===== src/rtl/factor_game_pkg.sv =====
// factor_game_pkg: display state codes and lookup tables
// shared by the quiz sequencer and the 7-segment decoder.
package factor_game_pkg;

  typedef enum logic [3:0] {
    ST_READY    = 4'b0010,
    ST_QUESTION = 4'b0011,
    ST_INPUT    = 4'b0100,
    ST_CORRECT  = 4'b0111,
    ST_WRONG    = 4'b1000
  } state_t;

  typedef enum logic [1:0] {
    JG_STAY,
    JG_HIT,
    JG_MISS
  } judge_t;

  localparam logic [3:0] QMAX = 4'd9;
  localparam logic [3:0] SMAX = 4'd15;

  // key code to prime; 0 marks an illegal key
  function automatic logic [3:0] prime(input logic [3:0] k);
    case (k)
      4'd1:    prime = 4'd2;
      4'd2:    prime = 4'd3;
      4'd3:    prime = 4'd5;
      4'd4:    prime = 4'd7;
      default: prime = 4'd0;
    endcase
  endfunction

  // product the player must reach for each question
  function automatic logic [9:0] target(input logic [3:0] q);
    case (q)
      4'd0:    target = 10'd6;
      4'd1:    target = 10'd10;
      4'd2:    target = 10'd15;
      4'd3:    target = 10'd12;
      4'd4:    target = 10'd21;
      4'd5:    target = 10'd30;
      4'd6:    target = 10'd35;
      4'd7:    target = 10'd42;
      4'd8:    target = 10'd18;
      default: target = 10'd70;
    endcase
  endfunction

endpackage


===== src/rtl/factor_game_ctrl_if.sv =====
// factor_game_ctrl_if: key/button inputs and display
// outputs of the quiz sequencer.
interface factor_game_ctrl_if;
  logic       START;
  logic       KEY_VALID;
  logic [3:0] KEY;
  logic [3:0] STATE;
  logic [3:0] QUE;
  logic [3:0] DIN;
  logic [3:0] SCORE;

  modport master (
    output START, KEY_VALID, KEY,
    input  STATE, QUE, DIN, SCORE
  );

  modport slave (
    input  START, KEY_VALID, KEY,
    output STATE, QUE, DIN, SCORE
  );
endinterface


===== src/rtl/factor_game_timer.sv =====
// factor_game_timer: loadable down-counter shared by
// every phase of the quiz; stops at zero.
module factor_game_timer #(
  parameter int TW = 28
) (
  input  logic          clk,
  input  logic          rst_n,
  input  logic          load,
  input  logic [TW-1:0] val,
  output logic          zero
);

  logic [TW-1:0] cnt;

  assign zero = (cnt == '0);

  // load wins; otherwise count down and hold at zero
  always_ff @(posedge clk or negedge rst_n) begin
    if (!rst_n) begin
      cnt <= '0;
    end else if (load) begin
      cnt <= val;
    end else if (!zero) begin
      cnt <= cnt - 1'b1;
    end
  end

endmodule


===== src/rtl/factor_game_ctrl.sv =====
// factor_game_ctrl: quiz sequencer; judges prime-factor
// key entries against the target table and keeps score.
module factor_game_ctrl
  import factor_game_pkg::*;
#(
  parameter int Q_SHOW_CYC  = 50_000_000,
  parameter int TIMEOUT_CYC = 250_000_000,
  parameter int HOLD_CYC    = 100_000_000,
  parameter int TW          = 28
) (
  input logic               CLK,
  input logic               nRST,
  factor_game_ctrl_if.slave bus
);

  localparam logic [TW-1:0] LD_Q =
    TW'(Q_SHOW_CYC - 1);
  localparam logic [TW-1:0] LD_TO =
    TW'(TIMEOUT_CYC - 1);
  localparam logic [TW-1:0] LD_HOLD =
    TW'(HOLD_CYC - 1);

  state_t      state;
  logic [3:0]  que;
  logic [3:0]  din;
  logic [3:0]  score;
  logic [9:0]  acc;

  logic [3:0]  pk;
  logic [9:0]  acc_n;
  logic [9:0]  tgt;
  judge_t      verdict;

  logic          t_load;
  logic [TW-1:0] t_val;
  logic          t_zero;

  factor_game_timer #(
    .TW (TW)
  ) u_timer (
    .clk   (CLK),
    .rst_n (nRST),
    .load  (t_load),
    .val   (t_val),
    .zero  (t_zero)
  );

  assign bus.STATE = state;
  assign bus.QUE   = que;
  assign bus.DIN   = din;
  assign bus.SCORE = score;

  // judge the presented key against the running product
  always_comb begin
    pk      = prime(bus.KEY);
    acc_n   = acc * {6'd0, pk};
    tgt     = target(que);
    verdict = JG_STAY;
    unique case (1'b1)
      (pk == 4'd0):   verdict = JG_MISS;
      (acc_n == tgt): verdict = JG_HIT;
      (acc_n > tgt):  verdict = JG_MISS;
      default:        verdict = JG_STAY;
    endcase
  end

  // pick the timer reload for the phase being entered
  always_comb begin
    t_load = 1'b0;
    t_val  = '0;
    unique case (state)
      ST_READY: begin
        if (bus.START) begin
          t_load = 1'b1;
          t_val  = LD_Q;
        end
      end
      ST_QUESTION: begin
        if (t_zero) begin
          t_load = 1'b1;
          t_val  = LD_TO;
        end
      end
      ST_INPUT: begin
        if (bus.KEY_VALID) begin
          t_load = 1'b1;
          t_val  = (verdict == JG_STAY) ?
                   LD_TO : LD_HOLD;
        end else if (t_zero) begin
          t_load = 1'b1;
          t_val  = LD_HOLD;
        end
      end
      default: begin
        t_load = 1'b0;
      end
    endcase
  end

  // game FSM with score, question and entry registers
  always_ff @(posedge CLK or negedge nRST) begin
    if (!nRST) begin
      state <= ST_READY;
      que   <= 4'd0;
      din   <= 4'd0;
      score <= 4'd0;
      acc   <= 10'd1;
    end else begin
      unique case (state)
        ST_READY: begin
          if (bus.START) begin
            state <= ST_QUESTION;
            acc   <= 10'd1;
            din   <= 4'd0;
          end
        end
        ST_QUESTION: begin
          if (t_zero) state <= ST_INPUT;
        end
        ST_INPUT: begin
          if (bus.KEY_VALID) begin
            din <= bus.KEY;
            unique case (verdict)
              JG_HIT: begin
                state <= ST_CORRECT;
                if (score != SMAX)
                  score <= score + 4'd1;
                que <= (que == QMAX) ?
                       4'd0 : que + 4'd1;
              end
              JG_MISS: state <= ST_WRONG;
              default: acc <= acc_n;
            endcase
          end else if (t_zero) begin
            state <= ST_WRONG;
          end
        end
        ST_CORRECT, ST_WRONG: begin
          if (t_zero) state <= ST_READY;
        end
        default: state <= ST_READY;
      endcase
    end
  end

endmodule


===== src/flat_wrapper.sv =====
// flat-port wrapper written by rule: the top's interface ports become plain ports
module factor_game_ctrl_flat import factor_game_pkg::*;
#(
  parameter int Q_SHOW_CYC  = 50_000_000,
  parameter int TIMEOUT_CYC = 250_000_000,
  parameter int HOLD_CYC    = 100_000_000,
  parameter int TW          = 28
)
  (CLK, nRST, bus_START, bus_KEY_VALID, bus_KEY, bus_STATE, bus_QUE, bus_DIN, bus_SCORE);
  factor_game_ctrl_if bus_i ();
  input logic CLK;
  input logic nRST;
  input wire logic [$bits(bus_i.START)-1:0] bus_START;
  input wire logic [$bits(bus_i.KEY_VALID)-1:0] bus_KEY_VALID;
  input wire logic [$bits(bus_i.KEY)-1:0] bus_KEY;
  output wire logic [$bits(bus_i.STATE)-1:0] bus_STATE;
  output wire logic [$bits(bus_i.QUE)-1:0] bus_QUE;
  output wire logic [$bits(bus_i.DIN)-1:0] bus_DIN;
  output wire logic [$bits(bus_i.SCORE)-1:0] bus_SCORE;
  assign bus_i.START = bus_START;
  assign bus_i.KEY_VALID = bus_KEY_VALID;
  assign bus_i.KEY = bus_KEY;
  assign bus_STATE = bus_i.STATE;
  assign bus_QUE = bus_i.QUE;
  assign bus_DIN = bus_i.DIN;
  assign bus_SCORE = bus_i.SCORE;
  factor_game_ctrl #(.Q_SHOW_CYC(Q_SHOW_CYC), .TIMEOUT_CYC(TIMEOUT_CYC), .HOLD_CYC(HOLD_CYC), .TW(TW)) u_core (.CLK(CLK), .nRST(nRST), .bus(bus_i));
endmodule

===== config.mk =====
export PLATFORM = sky130hd
export DESIGN_NAME = factor_game_ctrl_flat
export DESIGN_NICKNAME = d
export VERILOG_FILES = /design/src/rtl/factor_game_pkg.sv /design/src/rtl/factor_game_ctrl_if.sv /design/src/rtl/factor_game_timer.sv /design/src/rtl/factor_game_ctrl.sv /design/src/flat_wrapper.sv
export SDC_FILE = /design/constraint.sdc
export NUM_CORES = 1
export LEC_CHECK = 0
export BUFFER_PORTS_ARGS = -buffer_cell sky130_fd_sc_hd__buf_4
export CORE_MARGIN = 5
export CORE_UTILIZATION = 63
export CTS_BUF_LIST = sky130_fd_sc_hd__clkbuf_8
export DETAILED_ROUTE_END_ITERATION = 12
export MAX_ROUTING_LAYER = met4
export PLACE_DENSITY = 0.79
export SKIP_LAST_GASP = 1
export SYNTH_ARGS = -nofsm -noshare
export SYNTH_HDL_FRONTEND = slang
export SYNTH_SLANG_ARGS = --single-unit

===== constraint.sdc =====
create_clock -name CLK -period 4.96 [get_ports CLK]
set_input_delay 0.248 -clock CLK [delete_from_list [all_inputs] [get_ports CLK]]
set_output_delay 0.248 -clock CLK [all_outputs]
set_load 0.05 [all_outputs]

==> results of run 1 <==
power breakdown:
| part | switching [mW] | internal, mW | total, mW | leakage (nW) |
|---|---|---|---|---|
| Clock | 0.143 | 0.111 | 0.254 | 0.0524 |
| Sequential | 0.120 | 0.542 | 0.662 | 0.661 |
| Combinational | 0.334 | 0.223 | 0.557 | 1.12 |
| Total | 0.597 | 0.876 | 1.47 | 1.83 |
cell usage in the layout (no fill, tap or decap), types with 4 or more instances in the layout:
cell      instances
buf_4            32
xor2_1            8
fa_1              8
xnor2_1          25
nor3_1           16
dfrtp_1          52
o21bai_1          4
nor4_1            8
inv_1            11
o21ai_0          21
nand2b_1          7
o211ai_1          7
or3_1             4
a21oi_1          17
a31oi_1           5
nand2_1          63
nand4_1           6
a21o_1            5
a22o_1            4
ha_1             20
o31ai_1           8
nor2b_1           9
nor2_1           25
clkbuf_8          6
and2_1           17
nand3_1           5
final timing paths:
kind,slack [ns],start,endpoint,depth (start not counted)
worst max-delay path,0.41,bus_KEY[1],u_core.bus.SCORE[1],20
worst min-delay path,0.19,bus_KEY[1],u_core.bus.DIN[1],3
worst max register to register,0.55,u_core.acc[0],u_core.bus.SCORE[1],16
worst min register to register,0.51,u_core.acc[9],u_core.acc[9],1
max in group asynchronous,3.98,nRST,u_core.u_timer.cnt[12],2
min in group asynchronous,0.53,nRST,u_core.bus.SCORE[2],2
registers in the layout (all words and copies together), names as in the netlist:
register / flops
u_core.acc: 10
u_core.bus.STATE: 4
u_core.u_timer.cnt: 28
u_core.bus.DIN: 4
u_core.bus.QUE: 4
u_core.bus.SCORE: 4
worst reg2reg max path, cell delays in order (launching register included):
cell and delay, ns:
dfstp_2 0.57, and2_1 0.16, fa_1 0.41, ha_1 0.25, fa_1 0.42, a21o_1 0.18, a21oi_1 0.16, xnor2_1 0.16
ha_1 0.28, nand3_1 0.09, nor2_1 0.05, a221oi_1 0.38, o211a_1 0.22, ha_1 0.22, nand2_1 0.11, a31oi_1 0.27
mux2_2 0.36
layer usage:
metal | wire length (um) | global-route usage | up-vias
met5 | 0 | - | -
met4 | 104 | 0.0797 | 0
met3 | 256 | 0.0363 | 10
met2 | 4320 | 0.414 | 56
met1 | 3730 | 0.303 | 1584
li1 | - | - | 1569
cell type report:
type / instances / area (um2)
Tap cell: 75 / 93.8
Clock inverter: 2 / 8.76
Timing Repair Buffer: 33 / 250
Inverter: 10 / 37.5
Multi-Input combinational cell: 345 / 2430
Fill cell: 481 / 1700
Clock buffer: 6 / 82.6
Sequential cell: 54 / 1350
logic make-up (layout without fill, tap and decap cells):
logic type | after synthesis | in the layout | synth area share
and+or+nand+nor | 188 | 188 | 0.267
AOI/OAI and AO/OA | 92 | 92 | 0.163
DFF | 54 | 54 | 0.350
xor gates and xnor gates | 34 | 34 | 0.0805
adders and majority gates | 28 | 28 | 0.106
buffers and inverters | 25 | 51 | 0.0252
muxes | 3 | 3 | 0.00872
what timing repair did:
action                                  4_1_cts  5_1_grt
endpoints found under the setup margin        0        7
resized for setup                             0        3
hold buffers                                  1        0
endpoints found under the hold margin        10        0
==> flow_summary.yaml, run 1 <==
detailed_routing:
  vias: 3219
  ant_nets: 0
  routed_wl_um: 8410
  dr.pass1.iters: 4
  drcViolationCount: 0
  viasPerCell: 6.13
  first_iter_violations: 158
  wire_per_inst_um: 16.0
clock_tree:
  htreeDepth: 2
  worst_skew_pair.late_latency_ns: 0.31
  clock-root-buffer: "clkbuf_8"
  postCtsSetupBuffers: 0
  tritoncts.num_buffers: 5
  clockBufferDepth: 2
  cts.sinks: 54
  clk_pin_slew_ns: 0.09
  cts_tree: "done"
synth:
  yosysTopAreaCell: "dfrtp_1"
  syn-instance-count: 424
  syn_nets: 460
  yosysUniqueCellTypes: 63
  synth.area.top_cells: "dfrtp_1, ha_1, nand2_1, xnor2_1, fa_1"
  synth_edf_count: 0
  synth.most_common_cell: "nand2_1"
  yosys.area.top_type_share: 0.336
  syn_area_per_cell_um2: 9.13
  async_flop_share: 1.00
  seq_area_frac_synth: 0.350
  synth_area_um2: 3870
  synth_common_cells: "nand2_1, dfrtp_1, nor2_1"
  ys_warn_count: 0
  ys_ff_latch: 54
  synth_flop_cell: "dfrtp_1"
global_routing:
  grt-ovfl-total: 0
  grt_max_degree: 55
  grt_pass1_vias: 3172
  globalRouteTotalUtil: 0.245
  antenna_found_initial: 0
  grt_pass1_wl_um: 14800
placement:
  post-place-ws_ns: 0.00501
  placed_area_um2: 4150
  routabilityCongestion: 0.872
  post-dp-hpwl_um: 6260
  port_buffers: 23
  dp.cells: 516
sta:
  rsz0062_at_grt: "false"
  worst_pin_slew_ns: 1.15
  fmax_ghz: 0.220
  slew_headroom: 0.234
  tns_ns: 0
  fin_skew_ns: 0.00968
  fin_ws_ns: 0.410
  timing.final.max_slew_violations: 0
  hold-worst-slack_ns: 0.186
  finalCriticalPeriod_ns: 4.55
  finalHoldViolCount: 0
  finalCritPeriodShare: 0.917
  setup_viol_count_final: 0
critical_path:
  crit_path_top_delay_cell: "fa_1"
  worst-path-buf-inv: 1
  arrival_ns: 4.75
  path_cells: "buf_4 -> xor2_1 -> nand2b_1 -> a21oi_2 -> and2_1 -> fa_1 -> ha_1 -> fa_1 -> a21o_1 -> a21oi_1 -> xnor2_1 -> ha_1 -> nand3_1 -> nor2_1 -> a221oi_1 -> o211a_1 -> ha_1 -> nand2_1 -> a31oi_1 -> mux2_2"
  cp-end-kind: "register"
  required_ns: 5.15
  crit_top_cell: "ha_1"
  path_delay_family: "adder cells"
  start_kind: "primary input"
  cp_max_fo: 5
  slowest_delay_ns: 0.43
  path_class: "in2reg"
run:
  drv_cap: 0
power:
  ir_drop_v: 0.000366
  p_per_area_nw_per_um2: 346
  leakage_nw: 1.83
  power_mw: 1.47
cells_and_area:
  drive_gt1_frac: 0.136
  syn2layout_area_growth_pct: 9.98
  num-nets-final: 485
  instances_no_fill: 525
  finish.instance_area_um2: 4260
  post-route-util: 0.715
  antenna_cells: 0
floorplanning:
  core_area_um2: 5960
  io_pins: 24
  rows: 28
  start_util: 0.650
  fp.dieH_um: 88.4
  die_area_um2: 7810
  die_w_um: 88.4
outcome:
  outcome: "finished, final reports clean"
hold_path:
  hp-class: "in2reg"
Power figures use the tool's default switching activity.
==> inputs of run 2 (changes only) <==
--- a/config.mk
+++ b/config.mk
@@ -7,12 +7,13 @@
 export LEC_CHECK = 0
 export BUFFER_PORTS_ARGS = -buffer_cell sky130_fd_sc_hd__buf_4
 export CORE_MARGIN = 5
-export CORE_UTILIZATION = 63
+export CORE_UTILIZATION = 64
 export CTS_BUF_LIST = sky130_fd_sc_hd__clkbuf_8
 export DETAILED_ROUTE_END_ITERATION = 12
 export MAX_ROUTING_LAYER = met4
-export PLACE_DENSITY = 0.79
+export PLACE_DENSITY = 0.8
 export SKIP_LAST_GASP = 1
 export SYNTH_ARGS = -nofsm -noshare
 export SYNTH_HDL_FRONTEND = slang
+export SYNTH_HIERARCHICAL = 1
 export SYNTH_SLANG_ARGS = --single-unit
==> run 2 against run 1 <==
Net effect:
- sequential power rose by 1%
- final cell count rose by 9.9%
- first-iteration DRC count rose by 100%
- fmax fell by 0.87%
- via count rose by 14%
- global-route usage rose by 0.73 points
- worst hold slack improved by 0.035 ns
- clock power rose by 6%
- utilization fell by 0.68 points
- routed wire length rose by 17%
- critical path type unchanged
- largest cell class unchanged
==> flow_summary.yaml, run 2 <==
outcome:
  outcome: "finished, final reports clean"
clock_tree:
  htreeDepth: 2
  worst_skew_pair.late_latency_ns: 0.31
  clk_pin_slew_ns: 0.11
  clock-root-buffer: "clkbuf_8"
  cts.sinks: 54
  postCtsSetupBuffers: 0
  tritoncts.num_buffers: 5
  cts_tree: "done"
  clockBufferDepth: 2
sta:
  tns_ns: 0
  fmax_ghz: 0.218
  fin_ws_ns: 0.370
  fin_skew_ns: 0.00877
  slew_headroom: 0.523
  rsz0062_at_grt: "false"
  finalCriticalPeriod_ns: 4.59
  finalCritPeriodShare: 0.925
  hold-worst-slack_ns: 0.222
  setup_viol_count_final: 0
  worst_pin_slew_ns: 0.695
  finalHoldViolCount: 0
  timing.final.max_slew_violations: 0
critical_path:
  cp-end-kind: "register"
  path_delay_family: "adder cells"
  r2r_slack_ns: 0.62
  worst-path-buf-inv: 2
  crit_top_cell: "a21oi_1"
  cp-endpoint: "u_core/bus.SCORE[1]"
  crit_path_top_delay_cell: "fa_1"
  slowest_delay_ns: 0.51
  reg2reg_from: "u_core/acc[0]"
  ff2ff_path_depth: 15
  start_kind: "primary input"
  required_ns: 5.16
  path_class: "in2reg"
  cp_max_fo: 9
  crit_cells: 20
  crit_start: "bus_KEY[1]"
  path_cells: "buf_4 -> or2b_1 -> a21oi_1 -> a21oi_1 -> nor2_2 -> nand2_1 -> fa_1 -> inv_1 -> ha_1 -> fa_1 -> a21o_1 -> a21oi_1 -> xnor2_1 -> ha_1 -> nand3_1 -> or2_2 -> a211oi_1 -> nand2_1 -> a311oi_2 -> mux2_2"
  rr_endpoint: "u_core/bus.SCORE[1]"
  arrival_ns: 4.79
floorplanning:
  io_pins: 24
  start_util: 0.655
  fp.dieH_um: 90.6
  core_area_um2: 6350
  die_area_um2: 8210
  die_w_um: 90.6
  rows: 29
synth:
  syn_area_per_cell_um2: 8.69
  yosysTopAreaCell: "dfrtp_1"
  synth_edf_count: 0
  ys_warn_count: 6
  ys_ff_latch: 54
  synth_flop_cell: "dfrtp_1"
  synth_area_um2: 4160
  async_flop_share: 1.00
  synth_common_cells: "nand2_1, dfrtp_1, inv_1"
  seq_area_frac_synth: 0.325
  yosys.area.top_type_share: 0.313
  yosysUniqueCellTypes: 75
  syn-instance-count: 479
  synth.most_common_cell: "nand2_1"
  synth.area.top_cells: "dfrtp_1, nand2_1, ha_1, xnor2_1, fa_1"
detailed_routing:
  ant_nets: 0
  first_iter_violations: 316
  viasPerCell: 6.36
  drcViolationCount: 0
  dr.pass1.iters: 5
  wire_per_inst_um: 17.0
  routed_wl_um: 9800
  vias: 3668
power:
  p_per_area_nw_per_um2: 352
  pwr-share-clk: 0.169
  intPower_mw: 0.899
  p_switching_mw: 0.685
  switching_share: 0.432
  ir_drop_v: 0.000297
  leakage_nw: 2.02
  pwr-share-comb: 0.407
  p_seq_frac: 0.423
placement:
  port_buffers: 23
  post-place-ws_ns: -0.0192
  post-dp-hpwl_um: 7300
  dp.cells: 568
  routabilityCongestion: 0.908
cells_and_area:
  largest_registers: "u_core/u_timer/cnt x28, u_core/acc x10"
  multiInputGateArea_um2: 2610
  instances_no_fill: 577
  final_common_cell: "nand2_1"
  syn2layout_area_growth_pct: 8.12
  num-nets-final: 533
  drive_gt1_frac: 0.126
  post-route-util: 0.708
  largest_register_ffs: 28
  seq_area_um2: 1350
  top_register: "u_core/u_timer/cnt"
  nFillCells: 508
  final_cell_mix: "nand2_1, dfrtp_1, buf_4"
  antenna_cells: 0
global_routing:
  grt_pass1_wl_um: 16900
  antenna_found_initial: 0
  grt_pass1_vias: 3467
  globalRouteTotalUtil: 0.253
  grt-ovfl-total: 0
  grt_max_degree: 55
run:
  drv_cap: 0
hold_path:
  hp-class: "in2reg"
==> run 2: cell families after synthesis <==
| family | synth area share |
|---|---|
| AOI/OAI and AO/OA | 0.190 |
| xor gates and xnor gates | 0.0650 |
| adders and majority gates | 0.0926 |
| buffers and inverters | 0.0505 |
| DFF | 0.325 |
| muxes | 0.0262 |
| other | 0.000901 |
| and+or+nand+nor | 0.249 |
==> run 2: per-layer routing <==
metal,up-vias,part of all wire,global-route usage
met5,-,0,-
met1,1754,0.46,0.376
met2,152,0.46,0.375
met4,0,0.0064,0.0385
li1,1756,-,-
met3,6,0.069,0.0367
==> run 2: worst min path at each step <==
stage                     slack (ns)  cells after the start                end  startpoint
after CTS                       0.22                      3  u_core/bus.DIN[1]  bus_KEY[1]
after global routing            0.22                      3  u_core/bus.DIN[1]  bus_KEY[1]
after global placement          0.34                      1      u_core/acc[5]        nRST
after detailed placement        0.34                      1  u_core/bus.DIN[1]        nRST
after floorplan                -0.05                      0      u_core/acc[1]        nRST
final                           0.22                      3  u_core/bus.DIN[0]  bus_KEY[0]
==> run 2: through the flow <==
step	total power, mW	area, um2
2_1_floorplan	1.15	4170
3_3_place_gp	1.28	4390
3_5_place_dp	1.31	4390
4_1_cts	1.58	4500
5_1_grt	1.70	4500
6_report	1.58	4500
==> run 2: area by class of cell <==
type                            instances  share of cell area
Multi-Input combinational cell        378               0.579
Timing Repair Buffer                   31              0.0523
Sequential cell                        54               0.301
Clock buffer                            5              0.0153
Tap cell                               77              0.0214
Clock inverter                          3             0.00640
Inverter                               29              0.0242
==> run 2: power groups by stage <==
| stage | combinational, mW | clock [mW] | sequential [mW] |
|---|---|---|---|
| after floorplan | 0.483 | 0 | 0.664 |
| after global placement | 0.614 | 0 | 0.665 |
| after detailed placement | 0.632 | 0 | 0.674 |
| after CTS | 0.637 | 0.272 | 0.667 |
| after global routing | 0.719 | 0.296 | 0.686 |
| final | 0.645 | 0.268 | 0.670 |
==> run 2: what timing repair did <==
item,4_1_cts,5_1_grt
endpoints found under the hold margin,21,0
resized for setup,0,1
hold buffers,1,0
setup endpoints to repair,0,2
==> run 2: worst min-delay path, delay by kind of cell <==
kind                   cells  cell delay, ns
and+or+nand+nor            1            0.06
AOI/OAI and AO/OA          1            0.07
buffers and inverters      1            0.12
==> inputs of run 3 (changes only) <==
--- a/config.mk
+++ b/config.mk
@@ -5,6 +5,7 @@
 export SDC_FILE = /design/constraint.sdc
 export NUM_CORES = 1
 export LEC_CHECK = 0
+export ABC_AREA = 1
 export BUFFER_PORTS_ARGS = -buffer_cell sky130_fd_sc_hd__buf_4
 export CORE_MARGIN = 5
 export CORE_UTILIZATION = 64
==> run 3 against run 2 <==
Net effect:
- combinational power up 57%
- design area up 0.86%
- sequential cell count unchanged
- critical endpoint is now u_core/acc[1]
- largest cell class unchanged
- largest power group is now combinational cells
==> flow_summary.yaml, run 3 <==
power:
  switching_share: 0.489
  ir_drop_v: 0.000344
  p_seq_frac: 0.352
  p_per_area_nw_per_um2: 442
  leakage_nw: 2.37
  p_switching_mw: 0.982
  intPower_mw: 1.03
  pwr-share-clk: 0.146
  pwr-share-comb: 0.502
synth:
  yosysTopAreaCell: "dfrtp_1"
  syn_area_per_cell_um2: 6.87
  async_flop_share: 1.00
  ys_ff_latch: 54
  synth_flop_cell: "dfrtp_1"
  synth_area_um2: 4200
  yosys.area.top_type_share: 0.310
  yosysUniqueCellTypes: 38
  synth.most_common_cell: "nand2_1"
  synth.area.top_cells: "dfrtp_1, nand2_1, nand3_1, inv_1, nor2_1"
  ys_warn_count: 6
  seq_area_frac_synth: 0.322
  synth_edf_count: 0
  syn-instance-count: 611
  synth_common_cells: "nand2_1, inv_1, nor2_1"
hold_path:
  hp-start: "bus_KEY[3]"
  hp-class: "in2reg"
critical_path:
  crit_start: "bus_KEY[3]"
  arrival_ns: 4.12
  crit_path_top_delay_cell: "fa_1"
  cp_max_fo: 11
  required_ns: 5.20
  crit_top_cell: "nand2_1"
  path_delay_family: "simple AND/OR/NAND/NOR gates"
  start_kind: "primary input"
  cp-end-kind: "register"
  worst-path-buf-inv: 5
  slowest_delay_ns: 0.49
  reg2reg_from: "u_core/acc[0]"
  path_class: "in2reg"
detailed_routing:
  wire_per_inst_um: 13.7
  ant_nets: 0
  viasPerCell: 5.52
  vias: 3932
  dr.pass1.iters: 5
  routed_wl_um: 9750
  first_iter_violations: 176
  drcViolationCount: 0
placement:
  placed_area_um2: 4420
  post-place-ws_ns: 0.796
  port_buffers: 23
  post-dp-hpwl_um: 7580
  routabilityCongestion: 0.967
cells_and_area:
  num-nets-final: 668
  drive_gt1_frac: 0.0961
  antenna_cells: 0
  final_common_cell: "nand2_1"
  largest_registers: "u_core/u_timer/cnt x28, u_core/acc x10"
  top_register: "u_core/u_timer/cnt"
  syn2layout_area_growth_pct: 8.01
  final_cell_mix: "nand2_1, inv_1, nor2_1"
  finish.instance_area_um2: 4540
  post-route-util: 0.714
  largest_register_ffs: 28
sta:
  fmax_ghz: 0.258
  slew_headroom: 0.539
  finalCritPeriodShare: 0.782
  setup_viol_count_final: 0
  tns_ns: 0
  finalHoldViolCount: 0
  worst_pin_slew_ns: 0.691
  timing.final.max_slew_violations: 0
  fin_skew_ns: 0.0135
  fin_ws_ns: 1.08
  finalCriticalPeriod_ns: 3.88
  rsz0062_at_grt: "false"
clock_tree:
  tritoncts.num_buffers: 5
  htreeDepth: 2
  postCtsSetupBuffers: 0
  clk_pin_slew_ns: 0.10
  cts_tree: "done"
  cts.sinks: 54
  clockBufferDepth: 2
  worst_skew_pair.late_latency_ns: 0.31
  clock-root-buffer: "clkbuf_8"
floorplanning:
  die_area_um2: 8280
  fp.dieH_um: 91.0
  start_util: 0.661
  rows: 29
  die_w_um: 91.0
  io_pins: 24
  core_area_um2: 6350
global_routing:
  globalRouteTotalUtil: 0.250
  grt_pass1_wl_um: 16900
  grt_max_degree: 55
  antenna_found_initial: 0
  grt-ovfl-total: 0
  grt_pass1_vias: 3850
outcome:
  outcome: "finished, final reports clean"
run:
  drv_cap: 0
-- run 3: logic make-up (layout without fill, tap and decap cells) --
group,count (synthesis),in the layout,synth area share
xor+xnor,19,19,0.0396
simple gates,367,367,0.382
other cells,1,3,0.000893
buf+inv,82,104,0.0795
flops,54,54,0.322
fa+ha+maj,26,26,0.0917
compound gates,62,62,0.0834
-- run 3: per-stage QoR --
step	instances	hold slack, ns	total power [mW]
3_5_place_dp	703	0.337	1.71
6_report	712	0.185	2.01
3_3_place_gp	703	0.331	1.68
4_1_cts	712	0.174	2.01
2_1_floorplan	613	-0.0476	1.47
5_1_grt	712	0.189	2.19
-- run 3: worst paths after layout --
kind	endpoint	slack [ns]	cells past startpoint
setup / recovery	u_core/acc[1]	1.08	27
hold / removal	u_core/bus.DIN[3]	0.18	3
setup reg to reg	u_core/acc[1]	1.11	19
hold reg to reg	u_core/acc[0]	0.50	2
max in group asynchronous	u_core/acc[1]	3.98	2
min in group asynchronous	u_core/u_timer/cnt[15]	0.50	2
-- run 3: worst reg2reg max path: stages, from the launching register on --
cell       delay, ns
dfstp_2         0.57
nand2_1         0.09
fa_1            0.54
inv_1           0.04
ha_1            0.23
fa_1            0.41
xor2_1          0.25
ha_1            0.27
nand2_1         0.09
o21ai_0         0.09
nor2_1          0.09
o211ai_1        0.08
inv_1           0.06
o2111ai_1       0.16
nand2_2         0.15
nand2_1         0.07
nand2_2         0.17
nand2_1         0.20
nand2_1         0.13
nand2_1         0.06
-- run 3: timing repair --
item                       CTS  global route
setup endpoints to repair    0             0
hold buffers                 1             0
hold endpoints to repair    38             0
resized for setup            0             0
-- run 3: routing by layer --
metal  up-vias  part of all wire  routed length, um  GRT usage
li1       1992                 -                  -          -
met1      1823              0.42               4090      0.291
met4         0             0.031                307     0.0954
met2        92              0.52               5040      0.438
met3        25             0.032                310     0.0322
met5         -                 0                  0          -
-- run 3: power by group through the flow --
stage          registers (mW)  clock network (mW)  logic [mW]
3_3_place_gp            0.707                   0       0.974
6_report                0.706               0.293        1.01
3_5_place_dp            0.712                   0       0.997
4_1_cts                 0.703               0.305        1.00
2_1_floorplan           0.734                   0       0.737
5_1_grt                 0.721               0.318        1.15
-- run 3: final cells by class --
cell class                 count  area, um2
multi-input combinational    477       2520
fill                         547       1810
sequential                    54       1350
inverter                      71        267
timing repair buffer          25        190
tap                           77       96.3
clock buffer                   5       68.8
clock inverter                 3       41.3
